File: src/rtl/serial_adder_pkg.sv
// Shared types and elaboration helpers for the chunked serial adder.
package serial_adder_pkg;

    typedef enum logic [1:0] {
        IDLE = 2'd0,
        RUN  = 2'd1,
        DONE = 2'd2
    } state_t;

    function automatic int steps(input int width, input int chunk);
        return width / chunk;
    endfunction

    // Step counter keeps at least one bit so STEPS==1 still elaborates.
    function automatic int cnt_w(input int n);
        return (n > 1) ? $clog2(n) : 1;
    endfunction

endpackage

File: src/rtl/serial_adder_add_chunk.sv
// Combinational CHUNK-bit ripple adder used for one step of the serial adder.
module add_chunk #(
    parameter int CHUNK = 1
) (
    input  logic [CHUNK-1:0] a,
    input  logic [CHUNK-1:0] b,
    input  logic             cin,
    output logic [CHUNK-1:0] s,
    output logic             cout
);

    logic [CHUNK:0] c;

    assign c[0] = cin;

    for (genvar i = 0; i < CHUNK; i++) begin : g_bit
        assign s[i]   = a[i] ^ b[i] ^ c[i];
        assign c[i+1] = (a[i] & b[i]) | (c[i] & (a[i] ^ b[i]));
    end

    assign cout = c[CHUNK];

endmodule

File: src/rtl/serial_adder.sv
// Multi-cycle a+b+cin adder, CHUNK bits per cycle with a registered carry.
// Define SUB_MODE_EN to add the sub port (a - b via inverted b and forced carry-in).
module serial_adder
    import serial_adder_pkg::*;
#(
    parameter int WIDTH = 8,
    parameter int CHUNK = 1
) (
    input  logic             clk,
    input  logic             rst_n,
    input  logic             in_valid,
    output logic             in_ready,
    input  logic [WIDTH-1:0] a,
    input  logic [WIDTH-1:0] b,
    input  logic             cin,
`ifdef SUB_MODE_EN
    input  logic             sub,
`endif
    output logic             out_valid,
    input  logic             out_ready,
    output logic [WIDTH-1:0] sum,
    output logic             cout,
    output logic             ovf
);

    localparam int STEPS = steps(WIDTH, CHUNK);
    localparam int CW    = cnt_w(STEPS);
    localparam logic [CW-1:0] LAST = CW'(STEPS - 1);

    if (WIDTH < 2) begin : g_bad_width
        $error("serial_adder: WIDTH must be at least 2");
    end
    if (WIDTH % CHUNK != 0) begin : g_bad_chunk
        $error("serial_adder: WIDTH must be a multiple of CHUNK");
    end

    state_t           state_q, state_d;
    logic [CW-1:0]    count_q;
    logic             carry_q;
    logic [WIDTH-1:0] a_sh, b_sh;
    logic             a_msb_q, b_msb_q;
    logic [WIDTH-1:0] b_eff;
    logic             carry_init;
    logic [CHUNK-1:0] s_chunk;
    logic             c_chunk;
    logic [WIDTH-1:0] sum_next;
    logic [WIDTH-1:0] a_next, b_next;
    logic             accept, last_step;

`ifdef SUB_MODE_EN
    assign b_eff      = sub ? ~b : b;
    assign carry_init = sub | cin;
`else
    assign b_eff      = b;
    assign carry_init = cin;
`endif

    add_chunk #(.CHUNK(CHUNK)) u_add_chunk (
        .a    (a_sh[CHUNK-1:0]),
        .b    (b_sh[CHUNK-1:0]),
        .cin  (carry_q),
        .s    (s_chunk),
        .cout (c_chunk)
    );

    // New chunk enters the sum from the MSB side; after STEPS shifts the word is complete.
    if (CHUNK == WIDTH) begin : g_one_step
        assign sum_next = s_chunk;
        assign a_next   = '0;
        assign b_next   = '0;
    end else begin : g_multi_step
        assign sum_next = {s_chunk, sum[WIDTH-1:CHUNK]};
        assign a_next   = a_sh >> CHUNK;
        assign b_next   = b_sh >> CHUNK;
    end

    assign accept    = (state_q == IDLE) && in_valid;
    assign last_step = (state_q == RUN) && (count_q == LAST);

    always_comb begin
        state_d   = state_q;
        in_ready  = 1'b0;
        out_valid = 1'b0;
        case (state_q)
            IDLE: begin
                in_ready = 1'b1;
                if (in_valid) state_d = RUN;
            end
            RUN: begin
                if (count_q == LAST) state_d = DONE;
            end
            DONE: begin
                out_valid = 1'b1;
                if (out_ready) state_d = IDLE;
            end
            default: state_d = IDLE;
        endcase
    end

    always_ff @(posedge clk or negedge rst_n) begin
        if (!rst_n) begin
            state_q <= IDLE;
            count_q <= '0;
            carry_q <= 1'b0;
            sum     <= '0;
            cout    <= 1'b0;
            ovf     <= 1'b0;
        end else begin
            state_q <= state_d;
            if (accept) begin
                carry_q <= carry_init;
                count_q <= '0;
            end else if (state_q == RUN) begin
                carry_q <= c_chunk;
                count_q <= count_q + CW'(1);
                sum     <= sum_next;
                if (last_step) begin
                    cout <= c_chunk;
                    ovf  <= (a_msb_q == b_msb_q) && (s_chunk[CHUNK-1] != a_msb_q);
                end
            end
        end
    end

    // Operand shift registers carry only data and are fully reloaded on accept.
    always_ff @(posedge clk) begin
        if (accept) begin
            a_sh    <= a;
            b_sh    <= b_eff;
            a_msb_q <= a[WIDTH-1];
            b_msb_q <= b_eff[WIDTH-1];
        end else if (state_q == RUN) begin
            a_sh <= a_next;
            b_sh <= b_next;
        end
    end

endmodule
File: config.mk
export PLATFORM = sky130hd
export DESIGN_NAME = serial_adder
export DESIGN_NICKNAME = d
export VERILOG_FILES = /design/src/rtl/serial_adder_pkg.sv /design/src/rtl/serial_adder_add_chunk.sv /design/src/rtl/serial_adder.sv
export SDC_FILE = /design/constraint.sdc
export NUM_CORES = 1
export LEC_CHECK = 0
export CAP_MARGIN = 25
export CORE_MARGIN = 4
export CORE_UTILIZATION = 30
export DETAILED_ROUTE_END_ITERATION = 16
export PLACE_DENSITY_LB_ADDON = 0.1
export SYNTH_ARGS = -nofsm -noshare
export SYNTH_HDL_FRONTEND = slang
export SYNTH_SLANG_ARGS = --single-unit
File: constraint.sdc
create_clock -name clk -period 3.9 [get_ports clk]
set_clock_uncertainty 0.2 [all_clocks]
set_input_delay 1.17 -clock clk [delete_from_list [all_inputs] [get_ports clk]]
set_output_delay 1.17 -clock clk [all_outputs]
set_load 0.02 [all_outputs]
# After elaboration in Yosys (flattened, before gate mapping)
# Cells that the tools add are included.
[totals]
reg_bits = 34
output_inout_bits = 12
[classes]
n_addsub = 1
n_eq_ne = 8
muxes = 14
bitwise = 6
n_reduce_logical = 8
[ops]
columns = ["operator", "n"]
rows = [
  ["8-bit two-way mux", 4],
  ["2-bit two-way mux", 3],
  ["3-bit two-way mux", 2],
  ["2-bit != test, second input constant", 3],
  ["2-bit case mux with 3 select lines", 1],
  ["3-bit AND reduction", 2],
  ["1-bit two-way mux", 4],
  ["3-bit by 1-bit adder with 3-bit output, second input constant", 1],
  ["3-bit equality test, second input constant", 1],
  ["1-bit logical AND", 3],
  ["1-bit bitwise AND", 2],
  ["2-bit by 1-bit equality test with 1-bit output, second input constant", 1],
  ["2-bit equality test, second input constant", 1],
  ["2-bit zero test", 1],
  ["2-bit AND reduction", 1],
  ["2-bit nonzero test", 1],
  ["1-bit XOR", 2],
  ["1-bit equality test", 1],
  ["1-bit != test", 1],
  ["1-bit NOT", 1],
  ["1-bit bitwise OR", 1],
]

# Logic depth before layout (Yosys ltp)
[depth]
word_depth = 5
mapped_depth = 5

# Cells and area by module
# A second synthesis with hierarchy kept.
[hier_totals]
cells_unflattened = 138
area_unflattened_um2 = 1428.9
[modules_own_cells]
columns = ["module", "instances", "cells_each", "area_each_um2", "seq_area_each_um2"]
rows = [
  ["serial_adder", 1, 137, 1408.9, 940.9],
  ["add_chunk", 1, 1, 20.0, 0.0],
]

# Least setup slack after synthesis
# Ideal clock, no wire load.
[synth_timing]
path_kind = "in2reg"
from = "in in_valid"
to = "reg a_sh[0] (enable)"
arrival_time_ns = 2.081
slack_ns = 1.248
stages = 3
n_path_buf = 1
path_cell_list = "or3b_4 > buf_2 > nand2_1"
[synth_via]
elab_chain_cells = 2
[synth_lines]
columns = ["element", "line", "text"]
rows = [
  ["from (decl)", "serial_adder.sv:11", "input logic in_valid,"],
  ["1-bit logical AND", "serial_adder.sv:77", "assign accept = (state_q == IDLE) && in_valid;"],
  ["2-bit nonzero test (no source line)", "--", ""],
  ["to (signal assigned)", "serial_adder.sv:133", "a_sh <= a_next;"],
  ["to (decl)", "serial_adder.sv:40", "logic [WIDTH-1:0] a_sh, b_sh;"],
]
# Every way passes these cells.
# A chain may end at the register's enable or synchronous reset.

# Worst setup path in the final report
[layout_timing]
from = "in in_valid"
to = "reg b_sh[3] (enable)"
[layout_via]
elab_chain_cells = 2
[layout_lines]
columns = ["element", "line", "text"]
rows = [
  ["1-bit logical AND", "serial_adder.sv:77", ""],
  ["2-bit nonzero test (no source line)", "--", ""],
  ["to (signal assigned)", "serial_adder.sv:134", "b_sh <= b_next;"],
  ["to (decl)", "serial_adder.sv:40", ""],
]
# Every way passes these cells.

==> summary.md <==
| Metric | Value |
|---|---|
| Arrival time at the worst endpoint | 2.70 ns |
| Slowest cell on crit path | nand2_1 |
| Worst-Margin Slew | around 0.8 ns |
| Yosys reg bits | 34 |
| Area of the multi-input gates | roughly 450 sq um |
| Largest net degree at the start of global routing | 22 |
| Synth Instances | ~140 |
| Initial core utilization | 0.3194 |
| GRT overflow | 0 |
| Crit Path Class | in2reg |
| Hold wc startpoint | sum[0] |
| Leakage | 0.0008523 uW |
| Required time of the critical path | about 3.6 ns |
| Cts repair resizes | 0 |
| Detail Placement HPWL | between 2000 and 2500 um |
| Largest area contributor in the netlist | edfxtp_1 |
| Hold buffer count at cts | 0 |
| Worst path depth | 3 |
| Post-synth net total | around 160 |
| Setup violation total in the final timing report | 0 |
| Highest Clock Rate | approximately 330 MHz |
| Seq/Total Area, Yosys | 0.6585 |
| Register area | 940.9 sq um |
| Clk pin slew, worst setup/hold paths | about 0.070 ns |
| IO Pins | 33 |
| Port Buffers | 32 |
| Worst-path cell chain | clkdlybuf4s50_1 > or3b_4 > nand2_1 |
| Post-synth top area share | 0.3783 |
| Die area | between 0.005 and 0.006 sq mm |
| Layout cells sized above 1 | 0.05202 |
| Antenna viol nets, final | 0 |
| Critical Path Max Stage Delay | about 0.56 ns |
| Min-delay worst type | reg2reg |
| FP Rows | 24 |
| Reg-to-Reg End | b_sh[3] |
| Final core utilization | 0.4167 |
| Clk sinks | 34 |
| Die width | about 77 um |
| Num CTS Buffers | 5 |
| Total core area | 0.004474 sq mm |
| Most frequent cell after synthesis | nand2_1 |
| Maxcap violations | 0 |
| Hold-critical path depth | 2 |
| Placed Cells incl. Taps | ~220 |
| RSZ-0062 raised after global routing | no |
| Critical path launch point | in_valid |
| Synth top cells by count | nand2_1 (73), edfxtp_1 (18), dfrtp_1 (16) |
| Largest delay share family, worst path | simple AND/OR/NAND/NOR gates |
| Comb power frac | 0.382 |
| Worst Reg2Reg Path Length in Cells | 2 |
| Period utilization | 0.7659 |
| Setup repair bufs after CTS | 0 |
| Distinct cell type count after synthesis | 21 |
| Root Buffer | clkbuf_8 |
| Initial antenna violation count | 0 |
| Critical path destination | b_sh[3] |
| Nature of the critical path endpoint | register |
| Max-slew headroom | 0.4796 |
| Switching portion of total power | 0.3586 |
| H-tree depth | 2 |
| Clock Path Buffers | 2 |
| Buffers plus inverters on the worst setup path | 1 |
| Pins Over Slew Limit | 0 |
| Ys flop type | edfxtp_1 |
| Worst setup SP type | input pin |
| Clock power frac | 0.163 |
| WHS | between 0.2 and 0.3 ns |
| Synth Warn # | 0 |
| Final cell count without fillers | between 200 and 250 |
| Gpl congestion | between 0.6 and 0.7 |
| Post-layout min period | around 3.0 ns |
| Via count | between 1000 and 1500 |
| Worst r2r src | state_q[1] |
| Power density over the cells | between 700 and 800 mW/mm^2 |
| Asr flop ratio synth | 0.4706 |
| TNS Setup | 0 ns |
| Status | completed |
| DR vias/cell | approximately 4.5 |
| Die Y | ~77 um |
| Worst-Skew Late Latency | roughly 0.28 ns |
| Final hold violation count | 0 |
| Sequential power share | 0.455 |
| CP Max Fanout | 21 |
| Diode count | 0 |
| Starting DRT DRC Count | 40 |
| Area grow syn2layout | 30.47% |
| Detailed Route WL | 2890 um |
| Pint | between 900 and 1000 uW |
| Syn avg cell area | between 10 and 15 sq um |
| # nets final | ~200 |
| DRC violations left | 0 |
| Vias in the first global route | about 1100 |
| Fillers | approximately 440 |
| EDFF count, synth | 18 |
| CTS tree | done |
| Worst vdd ir | roughly 0.23 mV |
| Avg WL per Cell | roughly 13 um |
| Global-route wire length before repair | ~5300 um |
| Reg-to-reg slack, setup | 1.78 ns |
| Synth area leaders | edfxtp_1 (38%), dfrtp_1 (28%), nand2_1 (19%) |
| All-Layer GR Usage | 0.1106 |
| P_sw | around 530 uW |
| Pre-Repair DR Iteration Count | 4 |
| Synthesized cell area | 0.001429 sq mm |
## metal layers
layer	routed length, um	vias up	track usage
met1	1319	477	0.1284
met4	18	0	0.03203
met3	171	2	0.04918
met2	1380	30	0.1847
li1	-	513	-
met5	0	-	0
## kinds of logic (layout without fill, tap and decap cells)
family / count (synthesis) / after routing / synth area share
fa+ha+maj: 3 / 3 / 0.03152
compound gates: 6 / 6 / 0.02277
simple gates: 87 / 87 / 0.2522
mux: 1 / 1 / 0.007880
flops: 34 / 34 / 0.6585
buf+inv: 7 / 42 / 0.02714
## metrics by stage
step / setup slack [ns] / power [uW] / cell area, sq um
4_1_cts: 0.9133 / 1503 / 1864
2_1_floorplan: 1.248 / 1033 / 1429
6_report: 0.9128 / 1472 / 1864
3_3_place_gp: 0.6740 / 1231 / 1783
3_5_place_dp: 0.6277 / 1252 / 1783
5_1_grt: 0.8444 / 1610 / 1864
## area by class of cell
class / count / area share
Multi-Input combinational cell: 97 / 0.2409
Timing Repair Buffer: 32 / 0.1718
Sequential cell: 34 / 0.5047
Clock buffer: 6 / 0.03893
Clock inverter: 2 / 0.004698
Inverter: 2 / 0.004027
Tap cell: 52 / 0.03490
## power groups by stage
stage | Sequential [uW] | Combinational (uW) | Clock, uW
2_1_floorplan | 717 | 316 | 0
3_3_place_gp | 671 | 560 | 0
3_5_place_dp | 679 | 573 | 0
4_1_cts | 672 | 577 | 254
5_1_grt | 696 | 642 | 272
6_report | 670 | 562 | 240
## worst reg2reg max path, delay by kind of cell (launching register included)
kind,cells,cell delay [ns]
flip-flops,1,0.43
AND/OR/NAND/NOR,2,1.08
## flip-flops by register name, indices dropped and copies added (netlist names)
register,cells
count_q,3
a_msb_q,1
state_q,2
b_msb_q,1
cout,1
carry_q,1
ovf,1
sum,8
a_sh,8
b_sh,8
## worst min path at each step
stage	end	slack (ns)
2_1_floorplan	count_q[0]	0.27
3_3_place_gp	sum[0]	0.26
3_5_place_dp	sum[0]	0.27
4_1_cts	sum[0]	0.29
5_1_grt	sum[0]	0.32
6_report	sum[0]	0.28
## cells in the final DEF (no fill, tap or decap), drive strengths merged
cell           instances
a21oi                  1
nor2b                  1
ha                     2
clkinv                 2
nand2                 73
nand2b                 2
mux2                   1
dfrtp                 16
and3b                  1
and2                   2
fa                     1
edfxtp                18
o21ai                  4
nand3                  4
nor2                   2
or3b                   1
inv                    2
nand3b                 1
clkbuf                 6
clkdlybuf4s50         32
a22oi                  1
Power figures use the tool's default switching activity.
